[src/rtl/fpu_seq_pkg.sv]
// Shared types and constants for the byte-serial FPU command front end.
package fpu_seq_pkg;

  typedef enum logic [2:0] {
    S_IDLE,
    S_LOAD_A,
    S_LOAD_B,
    S_ISSUE,
    S_WAIT,
    S_SEND
  } seq_state_t;

  localparam logic [2:0] OP_ADD  = 3'd0;
  localparam logic [2:0] OP_SUB  = 3'd1;
  localparam logic [2:0] OP_MUL  = 3'd2;
  localparam logic [2:0] OP_DIV  = 3'd3;
  localparam logic [2:0] OP_SQRT = 3'd4;

  // Status byte layout: {timeout, 2'b00, NV, DZ, OF, UF, NX}
  localparam int STS_TO_BIT    = 7;
  localparam int STS_FLAGS_LSB = 0;
  localparam int STS_FLAGS_W   = 5;

  typedef struct packed {
    logic       timeout;
    logic [1:0] rsvd;
    logic [4:0] flags;
  } status_t;

endpackage

[src/rtl/fpu_byte_serializer.sv]
// Parallel-load shift-out of NB+1 bytes over a valid/ready byte interface.
module fpu_byte_serializer
  import fpu_seq_pkg::*;
#(
  parameter int NB = 2
) (
  input  logic                clk,
  input  logic                reset,
  input  logic                load,
  input  logic [(NB+1)*8-1:0] load_data,
  output logic [7:0]          out_byte,
  output logic                out_valid,
  input  logic                out_ready,
  output logic                last
);

  localparam int TW = (NB + 1) * 8;
  localparam int RW = $clog2(NB + 1);

  logic [TW-1:0] shreg;
  logic [RW-1:0] rem;

  always_ff @(posedge clk or posedge reset) begin
    if (reset) begin
      shreg     <= '0;
      rem       <= '0;
      out_valid <= 1'b0;
    end else if (load) begin
      shreg     <= load_data;
      rem       <= RW'(NB);
      out_valid <= 1'b1;
    end else if (out_valid && out_ready) begin
      if (rem == '0) begin
        out_valid <= 1'b0;
        shreg     <= '0;
      end else begin
        shreg <= {shreg[TW-9:0], 8'h00};
        rem   <= rem - 1'b1;
      end
    end
  end

  assign out_byte = shreg[TW-1 -: 8];
  assign last     = (rem == '0);

endmodule

[src/rtl/fpu_op_sequencer.sv]
// Byte-serial command front end: gathers opcode + operands, starts the FPU,
// waits for done under a timeout, then streams status + result back out.
module fpu_op_sequencer
  import fpu_seq_pkg::*;
#(
  parameter int DATA_W  = 16,
  parameter int OPC_W   = 3,
  parameter int TIMEOUT = 255
) (
  input  logic              clk,
  input  logic              reset,
  input  logic [7:0]        in_byte,
  input  logic              in_valid,
  output logic              in_ready,
  output logic [OPC_W-1:0]  fpu_op,
  output logic [DATA_W-1:0] fpu_a,
  output logic [DATA_W-1:0] fpu_b,
  output logic              fpu_start,
  input  logic              fpu_done,
  input  logic [DATA_W-1:0] fpu_result,
  input  logic [4:0]        fpu_flags,
  output logic [7:0]        out_byte,
  output logic              out_valid,
  input  logic              out_ready,
  output logic              busy,
  output logic              timeout_err
);

  localparam int NB    = DATA_W / 8;
  localparam int IDX_W = (NB > 1) ? $clog2(NB) : 1;
  localparam int CNT_W = $clog2(TIMEOUT + 1);

  seq_state_t        state;
  logic [IDX_W-1:0]  idx;
  logic [CNT_W-1:0]  cnt;
  logic [DATA_W-1:0] res_q;
  logic [4:0]        flags_q;
  logic              ser_load;
  logic              ser_last;
  logic              acc;
  logic              last_idx;
  status_t           sts;

  assign in_ready = (state == S_IDLE) || (state == S_LOAD_A) || (state == S_LOAD_B);
  assign busy     = (state != S_IDLE);
  assign acc      = in_valid && in_ready;
  assign last_idx = (idx == IDX_W'(NB - 1));
  assign sts      = status_t'({timeout_err, 2'b00, flags_q});

  always_ff @(posedge clk or posedge reset) begin
    if (reset) begin
      state       <= S_IDLE;
      fpu_op      <= '0;
      fpu_a       <= '0;
      fpu_b       <= '0;
      fpu_start   <= 1'b0;
      idx         <= '0;
      cnt         <= '0;
      res_q       <= '0;
      flags_q     <= '0;
      timeout_err <= 1'b0;
      ser_load    <= 1'b0;
    end else begin
      fpu_start <= 1'b0;
      ser_load  <= 1'b0;
      case (state)
        S_IDLE: if (acc) begin
          fpu_op      <= in_byte[OPC_W-1:0];
          timeout_err <= 1'b0;
          idx         <= '0;
          state       <= S_LOAD_A;
        end
        S_LOAD_A: if (acc) begin
          fpu_a <= DATA_W'({fpu_a, in_byte});
          if (last_idx) begin
            idx   <= '0;
            state <= S_LOAD_B;
          end else begin
            idx <= idx + 1'b1;
          end
        end
        S_LOAD_B: if (acc) begin
          fpu_b <= DATA_W'({fpu_b, in_byte});
          if (last_idx) begin
            idx       <= '0;
            fpu_start <= 1'b1;
            state     <= S_ISSUE;
          end else begin
            idx <= idx + 1'b1;
          end
        end
        // done during ISSUE belongs to no request of ours and is dropped
        S_ISSUE: begin
          cnt   <= '0;
          state <= S_WAIT;
        end
        S_WAIT: begin
          if (fpu_done) begin
            res_q    <= fpu_result;
            flags_q  <= fpu_flags;
            ser_load <= 1'b1;
            state    <= S_SEND;
          end else if (cnt == CNT_W'(TIMEOUT - 1)) begin
            res_q       <= '1;
            flags_q     <= '0;
            timeout_err <= 1'b1;
            ser_load    <= 1'b1;
            state       <= S_SEND;
          end else begin
            cnt <= cnt + 1'b1;
          end
        end
        S_SEND: if (out_valid && out_ready && ser_last) state <= S_IDLE;
        default: state <= S_IDLE;
      endcase
    end
  end

  fpu_byte_serializer #(.NB(NB)) u_ser (
    .clk       (clk),
    .reset     (reset),
    .load      (ser_load),
    .load_data ({sts, res_q}),
    .out_byte  (out_byte),
    .out_valid (out_valid),
    .out_ready (out_ready),
    .last      (ser_last)
  );

endmodule

[config.mk]
export PLATFORM = sky130hd
export DESIGN_NAME = fpu_op_sequencer
export DESIGN_NICKNAME = d
export VERILOG_FILES = /design/src/rtl/fpu_seq_pkg.sv /design/src/rtl/fpu_byte_serializer.sv /design/src/rtl/fpu_op_sequencer.sv
export SDC_FILE = /design/constraint.sdc
export NUM_CORES = 1
export LEC_CHECK = 0
export CORE_ASPECT_RATIO = 1.25
export CORE_MARGIN = 8
export CORE_UTILIZATION = 50
export DETAILED_ROUTE_END_ITERATION = 7
export DONT_BUFFER_PORTS = 1
export GPL_ROUTABILITY_DRIVEN = 0
export PLACE_DENSITY = 0.71
export SYNTH_ARGS = -nofsm -noshare
export SYNTH_HDL_FRONTEND = slang
export SYNTH_SLANG_ARGS = --single-unit
[constraint.sdc]
create_clock -name clk -period 5.5 [get_ports clk]
set_input_delay 1.1 -clock clk [delete_from_list [all_inputs] [get_ports clk]]
set_output_delay 1.1 -clock clk [all_outputs]
set_load 0.005 [all_outputs]
* After elaboration in Yosys (flattened, before gate mapping)
Index checks and enable logic that the tools add are counted.
** Cells by class
- Add/subtract/negate cells :: 3
- Eq/ne operators :: 18
- Muxes and demuxes :: 38
- Reductions and logical operators :: 25
** Operator list (count)
- $mux 24 :: 3
- $mux 16 :: 2
- $mux 3 :: 8
- $ne 2x2->1 const B :: 10
- $pmux 3 s6 :: 1
- $mux 8 :: 2
- $pmux 8 s2 :: 1
- $mux 1 :: 14
- $reduce_and 2->1 :: 6
- $reduce_bool 2->1 :: 6
- $mux 5 :: 2
- $add 8x1->8 const B :: 1
- $eq 8x8->1 const B :: 1
- $reduce_and 7->1 :: 1
- $eq 3x2->1 const B :: 2
- $eq 3x3->1 const B :: 2
- $mux 2 :: 3
- $reduce_and 3->1 :: 2
- $pmux 1 s2 :: 2
- $reduce_and 4->1 :: 1
- $eq 3x1->1 const B :: 1
- $logic_and 1x1->1 :: 3
- $logic_not 3->1 :: 1
- $ne 3x3->1 const B :: 1
- other kinds (7) :: 8
** Storage, ports and cells
- Register bits after elaboration :: 98
- Input bits :: 34
- Output and inout bits :: 48
- Word-level logic and storage cells :: 98

* Logic depth before layout (Yosys ltp)
- Depth in word-level cells :: 6
- Depth in mapped cells :: 8
- Depth with buffers taken out :: 7

* Hierarchy
A second synthesis with hierarchy kept.
** Unflattened totals
- Cell total of the unflattened synthesis :: 399
- Area total of the unflattened synthesis :: 4563.1 um^2
** Modules (own cells, without submodules)
- fpu_op_sequencer :: instances 1, cells an instance 269, area each 3225.6 um^2, sequential area each 1776.7 um^2
- fpu_byte_serializer :: instances 1, cells an instance 130, area each 1337.5 um^2, sequential area each 675.6 um^2

* Worst setup path before layout
Ideal clock, no wire load.
- Path kind :: input -> register
- From :: input fpu_done
- To :: register cnt[7]
- Library setup time :: 0.099 ns
- Arrival :: 2.017 ns
- Data required time :: 5.401 ns
- Slack :: 3.384 ns
- Stages on the path :: 5
- Buffers on the path :: 1
- Path through :: nor4b_4 and4_1 buf_4 a31oi_1 a311oi_1
** Between the ends
- Cells in the longest elaborated chain, start to end :: 2
** RTL lines
- start: declaration :: line fpu_op_sequencer.sv:19 : input logic fpu_done,
- $ne 2x2->1 (no line)
- $reduce_and 3->1 (no line)
- end signal: assignment :: line fpu_op_sequencer.sv:110 : cnt <= cnt + 1'b1;
- end: declaration :: line fpu_op_sequencer.sv:35 : logic [CNT_W-1:0] cnt;
No other way between the ends.
A chain may end at the register's enable or synchronous reset.

* Worst setup path after layout
- From :: register state[1]
- To :: output busy
** Between the ends
- Cells in the longest elaborated chain, start to end :: 1
** RTL lines
- start: declaration :: line fpu_op_sequencer.sv:33 : seq_state_t state;
- start signal: assignment :: line fpu_op_sequencer.sv:52 : state <= S_IDLE;
- start signal: assignment :: line fpu_op_sequencer.sv:71 : state <= S_LOAD_A;
- start signal: assignment :: line fpu_op_sequencer.sv:77 : state <= S_LOAD_B;
- $reduce_bool 3->1 :: line fpu_op_sequencer.sv:45 : assign busy = (state != S_IDLE);
- end: declaration :: line fpu_op_sequencer.sv:25 : output logic busy,
No other way between the ends.

==> impl_results.html <==
<table>
<tr><th>Metric</th><th>Value</th></tr>
<tr><th colspan="2">Finish</th></tr>
<tr><td>Leading cell type in the layout, fill and taps excluded</td><td>sky130_fd_sc_hd__dfrtp_1</td></tr>
<tr><td>Final net count</td><td>374</td></tr>
<tr><td>Fraction of layout instances using a drive strength above 1</td><td>0.1842</td></tr>
<tr><td>Diode insertion count for antenna repair</td><td>0</td></tr>
<tr><td>Post-layout utilization of the core</td><td>0.5336</td></tr>
<tr><td>Number of fillers in the final layout</td><td>694</td></tr>
<tr><td>Area Overhead vs Synth</td><td>4.574%</td></tr>
<tr><td>Most used cells in the layout excluding fill and tap cells</td><td>98 x sky130_fd_sc_hd__dfrtp_1, 45 x sky130_fd_sc_hd__nand2_1, 35 x sky130_fd_sc_hd__mux2_2, 26 x sky130_fd_sc_hd__o21ai_0, 22 x sky130_fd_sc_hd__a21oi_1</td></tr>
<tr><th colspan="2">Global routing</th></tr>
<tr><td>GRT overflow</td><td>0</td></tr>
<tr><td>Wire length of the first global-routing pass</td><td>14.07 mm</td></tr>
<tr><td>Overall Global Routing Usage</td><td>0.1513</td></tr>
<tr><td>Via count of the first global-routing pass</td><td>2680</td></tr>
<tr><td>Maximum number of pins on one net before global-route repair</td><td>59</td></tr>
<tr><td>Initial antenna violation count</td><td>0</td></tr>
<tr><th colspan="2">Run</th></tr>
<tr><td>Max-Cap Viols</td><td>0</td></tr>
<tr><th colspan="2">Timing</th></tr>
<tr><td>Final cycle utilization of the critical path</td><td>0.4530</td></tr>
<tr><td>Actual transition at the worst max-transition pin</td><td>0.7570 ns</td></tr>
<tr><td>Max-slew violation total from the final report</td><td>0</td></tr>
<tr><td>Clk_skew</td><td>0.009593 ns</td></tr>
<tr><td>Final-report hold violation count</td><td>0</td></tr>
<tr><td>Final Critical Period</td><td>2.491 ns</td></tr>
<tr><td>Unrepaired setup endpoints after global routing</td><td>no</td></tr>
<tr><td>Tightest slew margin relative to the limit</td><td>0.4954</td></tr>
<tr><td>Max Fclk</td><td>401.4 MHz</td></tr>
<tr><td>Setup tns final</td><td>0 ns</td></tr>
<tr><td>Count of endpoints failing setup in the final report</td><td>0</td></tr>
<tr><th colspan="2">Drt</th></tr>
<tr><td>Per-cell via count in the routed design</td><td>5.888</td></tr>
<tr><td>Wire length after detailed routing</td><td>8.337 mm</td></tr>
<tr><td>Total DRC errors in the routed layout</td><td>0</td></tr>
<tr><td>Routed len/inst</td><td>18.99 um</td></tr>
<tr><td>Via count of the routed design</td><td>2585</td></tr>
<tr><td>Detailed Route Iter0 Violations</td><td>105</td></tr>
<tr><td>First-pass detailed-route iteration total</td><td>4</td></tr>
<tr><td>Routed Antenna Nets</td><td>0</td></tr>
<tr><th colspan="2">Clock network</th></tr>
<tr><td>Root buf cell</td><td>sky130_fd_sc_hd__clkbuf_8</td></tr>
<tr><td>Number of buffers created by CTS</td><td>9</td></tr>
<tr><td>Clock insertion delay at the later pin of the skew report</td><td>0.36 ns</td></tr>
<tr><td>H-tree depth reported by CTS</td><td>3</td></tr>
<tr><td>Clock tree buffer depth</td><td>2</td></tr>
<tr><td>Total of cells resized after clock tree synthesis</td><td>0</td></tr>
<tr><td>Post-CTS repair timing setup buffer count</td><td>0</td></tr>
<tr><td>CTS hold repair buffers</td><td>0</td></tr>
<tr><td>CTS tree</td><td>done</td></tr>
<tr><td># clock sinks</td><td>98</td></tr>
<tr><td>Clk pin slew, worst setup/hold paths</td><td>0.09 ns</td></tr>
<tr><th colspan="2">Synthesis</th></tr>
<tr><td>Mean instance size in the synthesized netlist</td><td>11.88 um^2</td></tr>
<tr><td>Net count of the mapped netlist</td><td>387</td></tr>
<tr><td>Count of state elements after synthesis</td><td>98</td></tr>
<tr><td>Seq/Total Area, Yosys</td><td>0.5898</td></tr>
<tr><td>Top cell type by total area after synthesis</td><td>sky130_fd_sc_hd__dfrtp_1</td></tr>
<tr><td>Synthesis Warnings</td><td>0</td></tr>
<tr><td>Synth top area share</td><td>0.5898</td></tr>
<tr><td>Netlist area before placement</td><td>4158 um^2</td></tr>
<tr><td>Distinct cells, synth</td><td>40</td></tr>
<tr><td>Cell types with the largest area share after synthesis</td><td>sky130_fd_sc_hd__dfrtp_1 59%, sky130_fd_sc_hd__mux2_2 9.5%, sky130_fd_sc_hd__nand2_1 4.1%, sky130_fd_sc_hd__o22a_1 3.4%, sky130_fd_sc_hd__o21ai_0 3.1%</td></tr>
<tr><td>Synth Instances</td><td>350</td></tr>
<tr><th colspan="2">Power and ir drop</th></tr>
<tr><td>Part of the total power dissipated in sequential elements</td><td>0.552</td></tr>
<tr><td>Static leakage</td><td>1.855 nW</td></tr>
<tr><td>Clock network power share</td><td>0.198</td></tr>
<tr><td>Worst supply voltage drop on vdd</td><td>352.3 uV</td></tr>
<tr><td>Pwr Total</td><td>2.365 mW</td></tr>
<tr><td>Portion of total power attributed to combinational logic</td><td>0.250</td></tr>
<tr><td>Sw Pwr</td><td>0.7938 mW</td></tr>
<tr><td>Switching share of total power</td><td>0.3356</td></tr>
<tr><td>Internal</td><td>1.572 mW</td></tr>
<tr><td>P per Cell Area</td><td>544.0 nW/um^2</td></tr>
<tr><th colspan="2">Critical path</th></tr>
<tr><td>Top fanout value on the critical path</td><td>13</td></tr>
<tr><td>Maximum cell stage delay along the critical path</td><td>0.56 ns</td></tr>
<tr><td>Data arrival at the endpoint of the critical path</td><td>1.39 ns</td></tr>
<tr><td>Type of the worst setup path</td><td>reg2out</td></tr>
<tr><td>Sort of element at the start of the critical path</td><td>flop</td></tr>
<tr><td>Worst path top cell family by delay</td><td>flip-flops</td></tr>
<tr><td>Endpoint class of the critical path</td><td>output port</td></tr>
<tr><td>Crit path required time</td><td>4.40 ns</td></tr>
<tr><td>Crit-path slowest cell</td><td>sky130_fd_sc_hd__dfrtp_1</td></tr>
<tr><td>Cells traversed along the worst timing path</td><td>or3_1</td></tr>
<tr><td>Crit path buffers/inverters</td><td>0</td></tr>
<tr><th colspan="2">Floorplanning</th></tr>
<tr><td>Initial cell density of the core</td><td>0.5103</td></tr>
<tr><td>Width of the chip</td><td>97.56 um</td></tr>
<tr><td>Std cell rows</td><td>37</td></tr>
<tr><td>Height of the die</td><td>118.0 um</td></tr>
<tr><td>Core ar.</td><td>8148 um^2</td></tr>
<tr><td>I/O pin count</td><td>82</td></tr>
<tr><td>Die ar.</td><td>11510 um^2</td></tr>
<tr><th colspan="2">Placement</th></tr>
<tr><td>Post-detail-place hpwl</td><td>5.986 mm</td></tr>
<tr><td>Number of port buffers</td><td>0</td></tr>
<tr><th colspan="2">Run status</th></tr>
<tr><td>Outcome</td><td>complete, no violations</td></tr>
<tr><th colspan="2">Hold path</th></tr>
<tr><td>Path type of the worst min-delay path</td><td>reg2reg</td></tr>
</table>
==> cell families (layout without fill, tap and decap cells) <==
kind of cell	after synthesis	count (layout)	share of synthesized area
simple gates	95	95	0.1273
fa+ha+maj	3	3	0.009029
compound gates	80	80	0.1225
flops	98	98	0.5898
xor+xnor	1	1	0.002107
mux	39	39	0.1044
buf+inv	34	26	0.04484
==> cells in the mapped netlist <==
cell	number
sky130_fd_sc_hd__a2111oi_0	1
sky130_fd_sc_hd__a211oi_1	1
sky130_fd_sc_hd__a21oi_1	22
sky130_fd_sc_hd__a22o_1	5
sky130_fd_sc_hd__a311oi_1	2
sky130_fd_sc_hd__a31oi_1	4
sky130_fd_sc_hd__and2_1	3
sky130_fd_sc_hd__and3_1	3
sky130_fd_sc_hd__and4_1	1
sky130_fd_sc_hd__and4_4	1
sky130_fd_sc_hd__buf_2	2
sky130_fd_sc_hd__buf_4	11
sky130_fd_sc_hd__buf_6	2
sky130_fd_sc_hd__clkbuf_1	12
sky130_fd_sc_hd__dfrtp_1	98
sky130_fd_sc_hd__ha_1	3
sky130_fd_sc_hd__inv_1	6
sky130_fd_sc_hd__inv_2	1
sky130_fd_sc_hd__mux2_2	35
sky130_fd_sc_hd__mux2i_1	4
sky130_fd_sc_hd__nand2_1	45
sky130_fd_sc_hd__nand2b_1	1
sky130_fd_sc_hd__nand2b_4	1
sky130_fd_sc_hd__nand3_1	4
sky130_fd_sc_hd__nand3b_1	1
sky130_fd_sc_hd__nand4_1	2
sky130_fd_sc_hd__nor2_1	8
sky130_fd_sc_hd__nor2_4	1
sky130_fd_sc_hd__nor3_1	2
sky130_fd_sc_hd__nor3_4	1
sky130_fd_sc_hd__nor3b_1	16
sky130_fd_sc_hd__nor3b_2	1
sky130_fd_sc_hd__nor4b_4	1
sky130_fd_sc_hd__o21ai_0	26
sky130_fd_sc_hd__o21ai_2	1
sky130_fd_sc_hd__o22a_1	16
sky130_fd_sc_hd__o311ai_0	2
sky130_fd_sc_hd__or2_2	1
sky130_fd_sc_hd__or3_1	2
sky130_fd_sc_hd__xor2_1	1
==> state kept, by name, indices dropped and copies added, names as in the netlist, 2 cells and up <==
name         flops
flags_q          5
fpu_op           3
cnt              8
res_q           16
fpu_a           16
fpu_b           16
state            3
u_ser.shreg     24
u_ser.rem        2
==> cell type report <==
| cell class | instances | area, um^2 | share of cell area |
|---|---|---|---|
| multi-input cells | 218 | 1519 | 0.3494 |
| flip-flops and latches | 98 | 2452 | 0.5640 |
| well taps | 97 | 121.4 | 0.02791 |
| clock buffers | 11 | 141.4 | 0.03252 |
| repair buffers | 3 | 22.52 | 0.005180 |
| inverters | 7 | 28.78 | 0.006619 |
| clock inverters | 5 | 62.56 | 0.01439 |
==> per-layer routing <==
layer  GRT usage  wire length, um
met1      0.1667             3217
met2      0.2452             4153
met3     0.05931              742
met4     0.08072              223
met5           0                0
==> stage by stage <==
stage          hold WS [ns]  cell area [um^2]  setup WS [ns]  cells
2_1_floorplan        0.4504              4158          1.838    350
3_3_place_gp         0.4671              4144          3.241    423
3_5_place_dp         0.4723              4144          3.177    423
4_1_cts              0.4933              4348          2.983    439
5_1_grt              0.5249              4348          2.934    439
6_report             0.4884              4348          3.009    439
==> worst paths after layout <==
| kind | slack [ns] | cells past startpoint | to | start |
|---|---|---|---|---|
| worst max-delay path | 3.01 | 1 | busy | state[1] |
| worst min-delay path | 0.49 | 2 | u_ser.shreg[13] | res_q[13] |
| worst max register to register | 3.50 | 7 | res_q[4] | cnt[0] |
| worst min register to register | 0.49 | 2 | u_ser.shreg[13] | res_q[13] |
| max in group asynchronous | 3.78 | 2 | cnt[3] | reset |
| min in group asynchronous | 0.63 | 1 | fpu_b[9] | reset |
==> power groups by stage <==
stage	Combinational, mW	Sequential [mW]	Clock (mW)
floorplan	0.589	1.21	0
global placement	0.570	1.32	0
detailed placement	0.599	1.33	0
CTS	0.600	1.32	0.481
global route	0.667	1.36	0.511
finish	0.591	1.31	0.468
==> worst register-to-register path, cell delays in order, from the launching register on <==
cell and delay (ns):
sky130_fd_sc_hd__dfrtp_1 0.42, sky130_fd_sc_hd__inv_1 0.07, sky130_fd_sc_hd__ha_1 0.23, sky130_fd_sc_hd__and3_1 0.22, sky130_fd_sc_hd__and2_1 0.16, sky130_fd_sc_hd__o21ai_2 0.31, sky130_fd_sc_hd__inv_2 0.23, sky130_fd_sc_hd__o22a_1 0.26
Power figures use the tool's default switching activity.
